--- config.mk ---
export PLATFORM = sky130hd
export DESIGN_NAME = spi_cmd_master_flat
export DESIGN_NICKNAME = d
export VERILOG_FILES = /design/src/rtl/spi_cmd_master_pkg.sv /design/src/rtl/spi_cmd_master_if.sv /design/src/rtl/spi_cmd_master.sv /design/src/flat_wrapper.sv
export SDC_FILE = /design/constraint.sdc
export NUM_CORES = 1
export LEC_CHECK = 0
export ABC_CLOCK_PERIOD_IN_PS = 4200
export CAP_MARGIN = 15
export CORE_MARGIN = 2
export CORE_UTILIZATION = 45
export DETAILED_ROUTE_END_ITERATION = 7
export GPL_TIMING_DRIVEN = 0
export MAX_ROUTING_LAYER = met4
export PLACE_DENSITY = 0.75
export SLEW_MARGIN = 20
export SYNTH_ARGS = -nofsm -noshare
export SYNTH_HDL_FRONTEND = slang
export SYNTH_SLANG_ARGS = --single-unit
--- constraint.sdc ---
create_clock -name clk -period 4.2 [get_ports clk]
set_input_delay 0.42 -clock clk [delete_from_list [all_inputs] [get_ports clk]]
set_output_delay 0.42 -clock clk [all_outputs]
set_load 0.02 [all_outputs]
--- src/rtl/spi_cmd_master_pkg.sv ---
// Shared types and constants for the SPI command initiator.
// Op codes match the slave's frame decode; counters are sized for the longest phase.
package spi_cmd_master_pkg;

  localparam int CMD_W          = 10;
  localparam int DATA_W         = 8;
  localparam int CNT_W          = 4;
  localparam int TURNAROUND_DEF = 2;
  localparam int GAP_DEF        = 1;

  typedef enum logic [1:0] {
    OP_WR_ADDR = 2'b00,
    OP_WR_DATA = 2'b01,
    OP_RD_ADDR = 2'b10,
    OP_RD_DATA = 2'b11
  } op_e;

  typedef enum logic [2:0] {
    IDLE  = 3'd0,
    START = 3'd1,
    SHIFT = 3'd2,
    TURN  = 3'd3,
    RECV  = 3'd4,
    END   = 3'd5
  } state_e;

  // Only the rd-data op turns the line around and expects a reply byte.
  function automatic logic is_rd_data(input logic [CMD_W-1:0] cmd);
    return cmd[CMD_W-1 -: 2] == OP_RD_DATA;
  endfunction

endpackage

--- src/rtl/spi_cmd_master_if.sv ---
// Command port, SPI pins and read-reply outputs of the SPI command initiator.
// master = initiator side, slave = host / serial-slave side.
interface spi_cmd_master_if;
  import spi_cmd_master_pkg::*;

  logic              cmd_valid;
  logic [CMD_W-1:0]  cmd_data;
  logic              cmd_ready;
  logic              SS_n;
  logic              MOSI;
  logic              MISO;
  logic [DATA_W-1:0] rd_data;
  logic              rd_valid;
  logic              busy;

  modport master (
    input  cmd_valid, cmd_data, MISO,
    output cmd_ready, SS_n, MOSI, rd_data, rd_valid, busy
  );

  modport slave (
    output cmd_valid, cmd_data, MISO,
    input  cmd_ready, SS_n, MOSI, rd_data, rd_valid, busy
  );

endinterface

--- src/rtl/spi_cmd_master.sv ---
// Serialises 10-bit {op,byte} commands onto SS_n/MOSI and captures the rd-data reply from MISO.
// Frame: 12+GAP cycles (20+TURNAROUND+GAP for rd-data); cmd_ready only in IDLE, so cmds stall outside it.
module spi_cmd_master
  import spi_cmd_master_pkg::*;
#(
  parameter int TURNAROUND = TURNAROUND_DEF,
  parameter int GAP        = GAP_DEF
) (
  input  logic             clk,
  input  logic             rst_n,
  spi_cmd_master_if.master bus
);

  localparam logic [CNT_W-1:0] SHIFT_LAST = CNT_W'(CMD_W - 1);
  localparam logic [CNT_W-1:0] RECV_LAST  = CNT_W'(DATA_W - 1);
  localparam logic [CNT_W-1:0] TURN_LAST  = CNT_W'(TURNAROUND - 1);
  localparam logic [CNT_W-1:0] GAP_LAST   = CNT_W'(GAP - 1);

  state_e            state_q, state_d;
  logic [CNT_W-1:0]  cnt_q, cnt_d;
  logic [CMD_W-1:0]  tx_q, tx_d;
  logic [DATA_W-1:0] rx_q, rx_d;
  logic              rd_op_q, rd_op_d;
  logic              ss_n_q, ss_n_d;
  logic              mosi_q, mosi_d;
  logic [DATA_W-1:0] rd_data_q, rd_data_d;
  logic              rd_valid_q, rd_valid_d;
  logic              busy_q, busy_d;
  logic              cmd_acc;

  assign cmd_acc = (state_q == IDLE) && bus.cmd_valid;

  always_ff @(posedge clk or negedge rst_n) begin
    if (!rst_n) begin
      state_q    <= IDLE;
      cnt_q      <= '0;
      tx_q       <= '0;
      rx_q       <= '0;
      rd_op_q    <= 1'b0;
      ss_n_q     <= 1'b1;
      mosi_q     <= 1'b0;
      rd_data_q  <= '0;
      rd_valid_q <= 1'b0;
      busy_q     <= 1'b0;
    end else begin
      state_q    <= state_d;
      cnt_q      <= cnt_d;
      tx_q       <= tx_d;
      rx_q       <= rx_d;
      rd_op_q    <= rd_op_d;
      ss_n_q     <= ss_n_d;
      mosi_q     <= mosi_d;
      rd_data_q  <= rd_data_d;
      rd_valid_q <= rd_valid_d;
      busy_q     <= busy_d;
    end
  end

  // Every timed state clears the counter on exit so each phase counts from zero.
  always_comb begin
    state_d = state_q;
    cnt_d   = cnt_q;
    unique case (state_q)
      IDLE: begin
        cnt_d = '0;
        if (cmd_acc) state_d = START;
      end
      START: begin
        state_d = SHIFT;
        cnt_d   = '0;
      end
      SHIFT: begin
        if (cnt_q == SHIFT_LAST) begin
          state_d = rd_op_q ? TURN : END;
          cnt_d   = '0;
        end else begin
          cnt_d = cnt_q + 1'b1;
        end
      end
      TURN: begin
        if (cnt_q == TURN_LAST) begin
          state_d = RECV;
          cnt_d   = '0;
        end else begin
          cnt_d = cnt_q + 1'b1;
        end
      end
      RECV: begin
        if (cnt_q == RECV_LAST) begin
          state_d = END;
          cnt_d   = '0;
        end else begin
          cnt_d = cnt_q + 1'b1;
        end
      end
      END: begin
        if (cnt_q == GAP_LAST) begin
          state_d = IDLE;
          cnt_d   = '0;
        end else begin
          cnt_d = cnt_q + 1'b1;
        end
      end
      default: begin
        state_d = IDLE;
        cnt_d   = '0;
      end
    endcase
  end

  always_comb begin
    tx_d       = tx_q;
    rx_d       = rx_q;
    rd_op_d    = rd_op_q;
    ss_n_d     = 1'b1;
    mosi_d     = 1'b0;
    rd_data_d  = rd_data_q;
    rd_valid_d = 1'b0;
    busy_d     = (state_d != IDLE);
    unique case (state_q)
      IDLE: begin
        if (cmd_acc) begin
          tx_d    = bus.cmd_data;
          rd_op_d = is_rd_data(bus.cmd_data);
        end
      end
      // START presents the select bit early so the slave sees it as SS_n falls.
      START: begin
        ss_n_d = 1'b0;
        mosi_d = tx_q[CMD_W-1];
      end
      SHIFT: begin
        ss_n_d = 1'b0;
        mosi_d = tx_q[CMD_W-1];
        tx_d   = {tx_q[CMD_W-2:0], 1'b0};
      end
      TURN: begin
        ss_n_d = 1'b0;
      end
      RECV: begin
        ss_n_d = 1'b0;
        rx_d   = {rx_q[DATA_W-2:0], bus.MISO};
      end
      END: begin
        if (cnt_q == '0 && rd_op_q) begin
          rd_data_d  = rx_q;
          rd_valid_d = 1'b1;
        end
      end
      default: begin
        ss_n_d = 1'b1;
      end
    endcase
  end

  assign bus.cmd_ready = (state_q == IDLE);
  assign bus.SS_n      = ss_n_q;
  assign bus.MOSI      = mosi_q;
  assign bus.rd_data   = rd_data_q;
  assign bus.rd_valid  = rd_valid_q;
  assign bus.busy      = busy_q;

endmodule

--- src/flat_wrapper.sv ---
// flat-port wrapper written by rule: the top's interface ports become plain ports
module spi_cmd_master_flat import spi_cmd_master_pkg::*;
#(
  parameter int TURNAROUND = TURNAROUND_DEF,
  parameter int GAP        = GAP_DEF
)
  (clk, rst_n, bus_cmd_valid, bus_cmd_data, bus_MISO, bus_cmd_ready, bus_SS_n, bus_MOSI, bus_rd_data, bus_rd_valid, bus_busy);
  spi_cmd_master_if bus_i ();
  input  logic clk;
  input  logic rst_n;
  input wire logic [$bits(bus_i.cmd_valid)-1:0] bus_cmd_valid;
  input wire logic [$bits(bus_i.cmd_data)-1:0] bus_cmd_data;
  input wire logic [$bits(bus_i.MISO)-1:0] bus_MISO;
  output wire logic [$bits(bus_i.cmd_ready)-1:0] bus_cmd_ready;
  output wire logic [$bits(bus_i.SS_n)-1:0] bus_SS_n;
  output wire logic [$bits(bus_i.MOSI)-1:0] bus_MOSI;
  output wire logic [$bits(bus_i.rd_data)-1:0] bus_rd_data;
  output wire logic [$bits(bus_i.rd_valid)-1:0] bus_rd_valid;
  output wire logic [$bits(bus_i.busy)-1:0] bus_busy;
  assign bus_i.cmd_valid = bus_cmd_valid;
  assign bus_i.cmd_data = bus_cmd_data;
  assign bus_i.MISO = bus_MISO;
  assign bus_cmd_ready = bus_i.cmd_ready;
  assign bus_SS_n = bus_i.SS_n;
  assign bus_MOSI = bus_i.MOSI;
  assign bus_rd_data = bus_i.rd_data;
  assign bus_rd_valid = bus_i.rd_valid;
  assign bus_busy = bus_i.busy;
  spi_cmd_master #(.TURNAROUND(TURNAROUND), .GAP(GAP)) u_core (.clk(clk), .rst_n(rst_n), .bus(bus_i));
endmodule
# Yosys cells after proc, flatten, opt, wreduce, memory -nomap -nowiden
# Cells that the tools add are included.
# word_totals
ff_bits,38
inputBits,14
output_inout_bits,13
word_cells,50
# classes
add_sub_neg,1
eq_ne,10
mux,18
reduce_logical,11
# ops
op,n
10-bit case mux with 2 select lines,1
3-bit two-way mux,6
3-bit case mux with 6 select lines,1
4-bit two-way mux,4
4-bit case mux with 4 select lines,1
10-bit two-way mux,1
"3-bit by 2-bit equality test with 1-bit output, second input constant",2
"3-bit equality test, second input constant",2
2-bit AND reduction,3
"4-bit by 1-bit adder with 4-bit output, second input constant",1
"4-bit by 1-bit equality test with 1-bit output, second input constant",1
"4-bit by 3-bit equality test with 1-bit output, second input constant",1
"4-bit equality test, second input constant",1
4-bit zero test,1
1-bit two-way mux,4
4-bit OR reduction,1
"3-bit by 1-bit equality test with 1-bit output, second input constant",1
3-bit zero test,1
3-bit nonzero test,1
"2-bit equality test, second input constant",1
1-bit logical AND,2
"2-bit by 1-bit != test with 1-bit output, second input constant",1
2-bit nonzero test,1
2-bit OR reduction,1

# Logic depth before layout (Yosys ltp)
# Gate-level depths: netlist (run 1).
# depth
word_depth,5
ltp_mapped,6
mapped_depth_nobuf,6

# Worst setup path before layout (run 1)
# OpenSTA, ideal clock, no wires.
# synth_path
kind,register -> register
from,register u_core.state_q[2]
to,register u_core.tx_q[1]
setup_ns,0.139
arrival_time_ns,1.626
required_ns,4.061
slack_ns,2.435
stages_incl_launch_ff,6
n_path_buf,1
period_less_slack_ns,1.765
cell_sequence,dfrtp_1 nor3_1 and2_1 buf_6 mux2i_1 o21ai_0
# synth_via
elab_chain_cells,4
word_cells_on_any_way,7
classes_between,eq/ne (2); mux (1); reduce/logical (4)
# synth_rtl
item,line_no,rtl
start: declaration,spi_cmd_master.sv:19,"state_e state_q, state_d;"
start signal: assignment,spi_cmd_master.sv:46,state_q <= state_d;
3-bit zero test (*),n/a,
named net bus_cmd_ready,flat_wrapper.sv:14,output wire logic [$bits(bus_i.cmd_ready)-1:0] bus_cmd_ready;
1-bit logical AND,spi_cmd_master.sv:31,assign cmd_acc = (state_q == IDLE) && bus.cmd_valid;
2-bit by 1-bit != test with 1-bit output (no line),n/a,
2-bit AND reduction (no line),n/a,
end signal: assignment,spi_cmd_master.sv:48,tx_q <= tx_d;
end: declaration,spi_cmd_master.sv:21,"logic [CMD_W-1:0] tx_q, tx_d;"
# The timed path passes the listed nets; every way through them passes the cells marked *.
# A chain may end at the register's enable or synchronous reset.

# Worst setup path after layout (run 1)
# layout_path
from,register u_core.state_q[2]
to,output bus_cmd_ready
# layout_via
elab_chain_cells,1
# layout_rtl
item,line_no,rtl
3-bit zero test,spi_cmd_master.sv:156,assign bus.cmd_ready = (state_q == IDLE);
end: declaration,flat_wrapper.sv:14,
# No other way between the ends.

==> qor.txt, run 1 <==
CTS
---------------------------------------------------------------------------------
Count of clock tree sinks                                                      38
Worst-Skew Late Latency                                                   0.29 ns
CTS clock-pin slew for the worst setup and hold paths                     0.08 ns
Total CTS buffers                                                               5
Clk root buf                                                         sky130_fd_sc_hd__clkbuf_8
Worst-case clock buffer depth                                                   2
Total setup buffers inserted after CTS                                          0
TritonCTS clock tree                                                          yes
H-tree depth                                                                    2

FINISH
---------------------------------------------------------------------------------
Footprint of the multi-input gates                                      699.4 µm²
Finished Layout Cells                                                         224
Register Area                                                           952.2 µm²
Share of the core filled with cells in the final layout                    58.54%
Number of antenna repair diodes                                                 0
Area delta synth->final                                                    25.86%
Total number of nets in the final design                                      192
Fraction of final layout cells sized beyond drive strength 1               20.45%
Filler Cell Count                                                             313
Post-route cell area                                                     2143 µm²

POWER
---------------------------------------------------------------------------------
Power consumption                                                        1.221 mW
Power per standard cell area                                         569.8 nW/µm²
Maximum vdd ir drop                                                      248.9 µV
Leakage Power                                                           0.9772 nW

STA
---------------------------------------------------------------------------------
Final hold violation count                                                      0
Tightest slew margin relative to the limit                                 62.75%
Ratio of final minimum period to clock period                              52.09%
Maximum clock frequency                                                 457.0 MHz
Post-Route Skew                                                       0.006242 ns
Post-route minimum period                                                2.188 ns
Final sum of negative setup slack                                            0 ns
Max-slew violation count                                                        0
Transition time at the pin with the least slew margin                   0.5567 ns
Setup repair after global routing missed its margin                            no
Finish-stage setup viols                                                        0

LOGIC SYNTHESIS
---------------------------------------------------------------------------------
Post-synth EDFFs                                                                0
Most common cell in the netlist                                      sky130_fd_sc_hd__dfrtp_1
Warnings, synthesis                                                             0
Mapped cell area                                                         1703 µm²
Most used DFF post-synth                                             sky130_fd_sc_hd__dfrtp_1
Portion of synthesized cell area occupied by the leading cell type         54.37%
Number of instances in the synthesized netlist                                140
Fraction of the mapped netlist area in simple logic gates                  13.08%
Mux cell area share after synthesis                                        16.46%
Top post-synthesis cells by area                                     sky130_fd_sc_hd__dfrtp_1, sky130_fd_sc_hd__mux2_2, sky130_fd_sc_hd__mux2i_1
Async set-or-reset flop fraction in the synthesized netlist                100.0%
Net count after synthesis                                                     157
Netlist cell types                                                             34
Flip-flop and latch count after synthesis                                      38
Fraction of the yosys area taken by sequential cells                       55.91%
Post-Synth Adder-Cell Area                                                 2.204%
Mapped Avg Cell Area                                                    12.16 µm²
Synth top cells by count                                             sky130_fd_sc_hd__dfrtp_1, sky130_fd_sc_hd__mux2_2, sky130_fd_sc_hd__nand2_1
Dominant combinational cell family by area after synthesis           multiplexers
Synth area leader                                                    sky130_fd_sc_hd__dfrtp_1
Complex-gate fraction of the synthesized area                              6.760%
Synth Area in XOR/XNOR                                                     2.572%

DETAILED ROUTING
---------------------------------------------------------------------------------
Remaining routing DRC violations                                                0
Number of antenna-violating nets in the routed design                           0
Number of DRC markers after the initial detailed-route iteration               74
Vias after detailed routing                                                 1,163
Routed length on met3                                                      152 µm
WL met2                                                                  1.559 mm
Post-detailed-route wirelength per cell                                  13.96 µm
M1 wire length                                                           1.359 mm
Number of iterations in the first detailed-routing pass                         5
Total wirelength of the detailed-routed design                           3.127 mm
Uppermost layer routed                                                       met4
DR vias/cell                                                                5.192

CRITICAL PATH
---------------------------------------------------------------------------------
Data required time at the worst endpoint                                  3.78 ns
Highest fanout seen on the critical path                                        7
Ordered list of cells on the worst path                              nor3_1 -> clkdlybuf4s50_1
Slowest stage cell on the critical path                              sky130_fd_sc_hd__clkdlybuf4s50_1
CP Launch Type                                                          flip-flop
Startpoint-to-endpoint class of the critical path                    flip-flop to output pin
Data arrival time of the critical path                                    1.77 ns
Setup crit start                                                     u_core.state_q[2]
Worst reg2reg path startpoint                                        u_core.cnt_q[0]
Critical Path Max Stage Delay                                             0.67 ns
Flop2flop setup slack                                                     2.38 ns
CP Capture Type                                                        output pin

GRT
---------------------------------------------------------------------------------
Initial antenna violation count                                                 0
Vias in the first global route                                              1,250
Largest net degree at the start of global routing                              35
Overall routing resource usage                                             17.52%
First-pass GRT wire length                                               5.540 mm
GR Overflow Total                                                               0

PLACE
---------------------------------------------------------------------------------
Port Buf Inserts                                                               26
Number of placed cells counting well taps                                     215
Final RePlAce weighted congestion                                          0.7663
Cell Area, Placed                                                        2038 µm²
Sum of net half-perimeters after detailed placement                      2.284 mm

FLOORPLANNING
---------------------------------------------------------------------------------
Std-Cell Core Area                                                       3661 µm²
Standard-cell rows                                                             22
Die height                                                               65.52 µm
Effective utilization at floorplan                                         46.51%
Top-Level Pins                                                                 27
Area enclosed by the die boundary                                        4292 µm²
Chip width                                                               65.52 µm

RUN STATUS
---------------------------------------------------------------------------------
Result of the run                                                    finished clean

FLOW RUN
---------------------------------------------------------------------------------
Number of max-capacitance violations reported                                   0

MIN PATH
---------------------------------------------------------------------------------
Hold crit path type                                                  input pin to asynchronous set/reset pin

-- layout make-up --
class                           instances  area share (%)
Sequential cell                        38           44.42
Multi-Input combinational cell         94           32.63
Timing Repair Buffer                   28           13.31
Clock buffer                            6           3.853
Tap cell                               48           2.802
Buffer                                  5           1.868
Clock inverter                          2          0.5838
Inverter                                3          0.5254
-- sequential cells by signal (all words and copies together) (netlist names), 3 cells and up --
register and count:
u_core.cnt_q 4, u_core.state_q 3, u_core.tx_q 10, u_core.rx_q 8
u_core.bus.rd_data 8
-- repair_timing --
| action | in CTS | in global routing |
|---|---|---|
| endpoints found under the hold margin | 4 | 0 |
| resized for setup | 0 | 0 |
| hold buffers | 1 | 0 |
-- worst paths after layout --
kind	end	cells after the start
worst max-delay path	bus_cmd_ready	2
min in group clk	u_core.tx_q[2]	2
max in group asynchronous	u_core.bus.SS_n	3
worst min register to register	u_core.tx_q[2]	2
worst max register to register	u_core.bus.rd_data[5]	6
worst min-delay path	u_core.cnt_q[2]	2
-- critical path: cells and delay by family, from the launching register on --
| family | cells | cell delay [ns] |
|---|---|---|
| buffers and inverters | 1 | 0.67 |
| AND/OR/NAND/NOR | 1 | 0.35 |
| flip-flops | 1 | 0.46 |
-- metal layers --
layer	up-vias	track usage, %
met5	-	-
met4	0	7.031
met3	7	4.623
met2	36	28.57
met1	571	20.76
li1	549	-
-- power breakdown --
part | total [mW] | internal [mW] | leakage (nW) | switching (mW)
logic | 0.434 | 0.203 | 0.424 | 0.231
clock network | 0.259 | 0.132 | 0.0472 | 0.128
registers | 0.528 | 0.459 | 0.506 | 0.0688
total | 1.22 | 0.793 | 0.977 | 0.428
-- kinds of logic (layout without fill, tap and decap cells) --
group | count (synthesis) | after routing
and+or+nand+nor | 40 | 40
xor gates and xnor gates | 5 | 5
buffers and inverters | 8 | 44
DFF | 38 | 38
adders and majority gates | 3 | 3
muxes | 26 | 26
AOI/OAI and AO/OA | 20 | 20
-- stage by stage --
step | hold slack [ns] | worst slack [ns]
after global placement | 0.4613 | 1.897
final | 0.4785 | 2.012
after detailed placement | 0.2566 | 2.312
after global routing | 0.4948 | 1.918
after CTS | 0.4929 | 1.995
after floorplan | 0.1244 | 2.435
-- cells in the final DEF, fill, tap and decap left out, types with 2 or more instances in the layout --
cell type / count
sky130_fd_sc_hd__o21a_1: 2
sky130_fd_sc_hd__nand2b_1: 3
sky130_fd_sc_hd__ha_1: 3
sky130_fd_sc_hd__dfrtp_1: 37
sky130_fd_sc_hd__buf_2: 3
sky130_fd_sc_hd__inv_1: 3
sky130_fd_sc_hd__o21ai_0: 9
sky130_fd_sc_hd__mux2i_1: 10
sky130_fd_sc_hd__clkbuf_8: 6
sky130_fd_sc_hd__clkdlybuf4s50_1: 25
sky130_fd_sc_hd__a21oi_1: 6
sky130_fd_sc_hd__nand3_1: 2
sky130_fd_sc_hd__buf_6: 2
sky130_fd_sc_hd__mux2_2: 16
sky130_fd_sc_hd__nand2_1: 15
sky130_fd_sc_hd__xnor2_1: 4
sky130_fd_sc_hd__nor2_1: 6
sky130_fd_sc_hd__nand3b_1: 2
Note: power is estimated with default switching activity, not from simulation.
==> inputs of run 2 (changes only) <==
ABC_CLOCK_PERIOD_IN_PS = 2180   (was 4200)
clock period = 2.18 ns   (was 4.2 ns; I/O delays follow)
==> results of run 2 <==
Same layout as run 1 (identical final DEF). Status: finished clean.
Main changes from that run: setup slack after placement 2.312 ns -> 0.3980 ns; setup slack after layout 2.012 ns -> 0.1940 ns; hold slack 0.4785 ns -> 0.2765 ns; register-to-register setup slack 2.38 ns -> 0.36 ns; total power 1.221 mW -> 2.353 mW; worst IR drop on VDD 248.9 µV -> 479.6 µV
==> inputs of run 3 (changes only) <==
PLACE_DENSITY = 0.73   (was 0.75)
==> run 3 against run 2 <==
Combinational power decreased by 2%. Count of clock-buffer cells in the layout stayed put. Non-clock buffer count unchanged. Clock skew decreased by 0.0013 ns. First-iteration DRC count shrank 18%. Setup slack better by 0.028 ns. Register-to-register slack about the same. Critical path depth stayed put. Highest routed layer unchanged. Critical path type unchanged. Worst hold slack better by 0.027 ns. Largest power group unchanged. Sequential share of layout area did not move.
==> qor.txt, run 3 (synthesis results as in run 1) <==
CRITICAL PATH
------------------------------------------------------------------------------------
Worst reg2reg path startpoint                                           u_core.cnt_q[0]
Startpoint-to-endpoint class of the critical path                       flip-flop to output pin
Data required time at the worst endpoint                                     1.96 ns
Highest fanout seen on the critical path                                           7
Data arrival time of the critical path                                       1.74 ns
CP Launch Type                                                             flip-flop
CP Capture Type                                                           output pin
Setup crit start                                                        u_core.state_q[1]

CTS
------------------------------------------------------------------------------------
CTS clock-pin slew for the worst setup and hold paths                        0.07 ns
Total CTS buffers                                                                  5
Clk root buf                                                            sky130_fd_sc_hd__clkbuf_8
Count of clock tree sinks                                                         38
TritonCTS clock tree                                                             yes
Number of buffers inserted for hold repair after clock tree synthesis              1
Worst-case clock buffer depth                                                      2
Worst-Skew Late Latency                                                      0.29 ns
Total setup buffers inserted after CTS                                             0
Post_cts resized                                                                   0
H-tree depth                                                                       2

DETAILED ROUTING
------------------------------------------------------------------------------------
Number of iterations in the first detailed-routing pass                            4
DR vias/cell                                                                   5.103
Vias after detailed routing                                                    1,143
Post-detailed-route wirelength per cell                                     13.42 µm
Number of antenna-violating nets in the routed design                              0
Remaining routing DRC violations                                                   0
Total wirelength of the detailed-routed design                              3.006 mm
Number of DRC markers after the initial detailed-route iteration                  61

GRT
------------------------------------------------------------------------------------
Largest net degree at the start of global routing                                 32
Initial antenna violation count                                                    0
Overall routing resource usage                                                16.17%
GR Overflow Total                                                                  0
First-pass GRT wire length                                                  5.071 mm
Vias in the first global route                                                 1,183

POWER
------------------------------------------------------------------------------------
Maximum vdd ir drop                                                         461.9 µV
Int Pwr                                                                     1.528 mW
Part of the power in registers                                                 43.8%
Switching Power                                                            0.8075 mW
Proportion of power drawn by the clock network                                 21.0%
Power per standard cell area                                             1090 nW/µm²
Net switching share of the total power                                        34.58%
Share of power burned in combinational logic                                   35.2%
Leakage Power                                                              0.9772 nW

STA
------------------------------------------------------------------------------------
WHS                                                                        0.3034 ns
Post-Route Skew                                                          0.004915 ns
Transition time at the pin with the least slew margin                      0.5185 ns
Setup repair after global routing missed its margin                               no
Final sum of negative setup slack                                               0 ns
Ratio of final minimum period to clock period                                 89.81%
Max-slew violation count                                                           0
Final hold violation count                                                         0
Tightest slew margin relative to the limit                                    65.31%
Post-route minimum period                                                   1.958 ns
Finish-stage setup viols                                                           0
Maximum clock frequency                                                    510.8 MHz

FINISH
------------------------------------------------------------------------------------
Register Area                                                              952.2 µm²
Largest Register                                                         u_core.tx_q
Total number of nets in the final design                                         192
Leading cell type in the layout, fill and taps excluded                 sky130_fd_sc_hd__dfrtp_1
Filler Cell Count                                                                310
Number of flip-flops in the largest register                                      10
Fraction of final layout cells sized beyond drive strength 1                  20.45%
Number of antenna repair diodes                                                    0
Commonest non-fill, non-tap cells in the layout                         sky130_fd_sc_hd__dfrtp_1, sky130_fd_sc_hd__clkdlybuf4s50_1, sky130_fd_sc_hd__mux2_2
Area delta synth->final                                                       25.86%
Footprint of the multi-input gates                                         699.4 µm²

FLOORPLANNING
------------------------------------------------------------------------------------
Die height                                                                  65.52 µm
Area enclosed by the die boundary                                           4292 µm²
Effective utilization at floorplan                                            46.51%
Top-Level Pins                                                                    27
Chip width                                                                  65.52 µm
Standard-cell rows                                                                22
Std-Cell Core Area                                                          3661 µm²

PLACE
------------------------------------------------------------------------------------
Final RePlAce weighted congestion                                             0.8870
Sum of net half-perimeters after detailed placement                         2.239 mm
Port Buf Inserts                                                                  26

MIN PATH
------------------------------------------------------------------------------------
Hold crit path type                                                     input pin to asynchronous set/reset pin

RUN STATUS
------------------------------------------------------------------------------------
Result of the run                                                       finished clean

FLOW RUN
------------------------------------------------------------------------------------
Number of max-capacitance violations reported                                      0

==> run 3: power by group through the flow <==
stage	clock network (mW)	registers, mW	logic, mW
after floorplan	0	1.02	0.575
after global placement	0	1.02	0.798
after detailed placement	0	1.03	0.830
after CTS	0.512	1.02	0.834
after global routing	0.548	1.05	0.914
final	0.491	1.02	0.822
==> run 3: per-layer routing <==
metal	GRT usage, %	up-vias	wire length [µm]
li1	-	551	-
met1	16.89	557	1245
met2	29.34	30	1575
met3	4.110	5	141
met4	5.990	0	43
met5	-	-	0
==> run 3: cell type report <==
class | instances | area share (%)
well taps | 48 | 2.802
plain buffers | 5 | 1.868
repair buffers | 28 | 13.31
inverters | 3 | 0.5254
clock inverters | 2 | 0.5838
clock buffers | 6 | 3.853
flip-flops and latches | 38 | 44.42
multi-input cells | 94 | 32.63
==> run 3: final timing paths <==
path / to / cells past startpoint / slack [ns]
worst max-delay path: bus_cmd_ready / 2 / 0.22
worst min-delay path: u_core.bus.rd_data[6] / 2 / 0.30
worst max register to register: u_core.bus.rd_data[0] / 6 / 0.36
worst min register to register: u_core.tx_q[8] / 2 / 0.49
max in group asynchronous: u_core.bus.SS_n / 3 / 1.40
min in group clk: u_core.tx_q[8] / 2 / 0.49
==> run 3: worst max-delay path, stage by stage (launching register included) <==
cell	delay [ns]
sky130_fd_sc_hd__dfrtp_1	0.46
sky130_fd_sc_hd__nor3_1	0.33
sky130_fd_sc_hd__clkdlybuf4s50_1	0.67
==> run 3: metrics by stage <==
stage	cells	area [µm²]	worst slack (ns)	util (%)	power, mW
CTS	224	2143	0.1853	58.54	2.368
detailed placement	215	2038	0.3501	55.67	1.864
floorplan	140	1703	0.4149	-	1.600
global route	224	2143	0.09079	58.54	2.510
global placement	214	2023	0.08186	55.26	1.818
finish	224	2143	0.2221	58.54	2.335
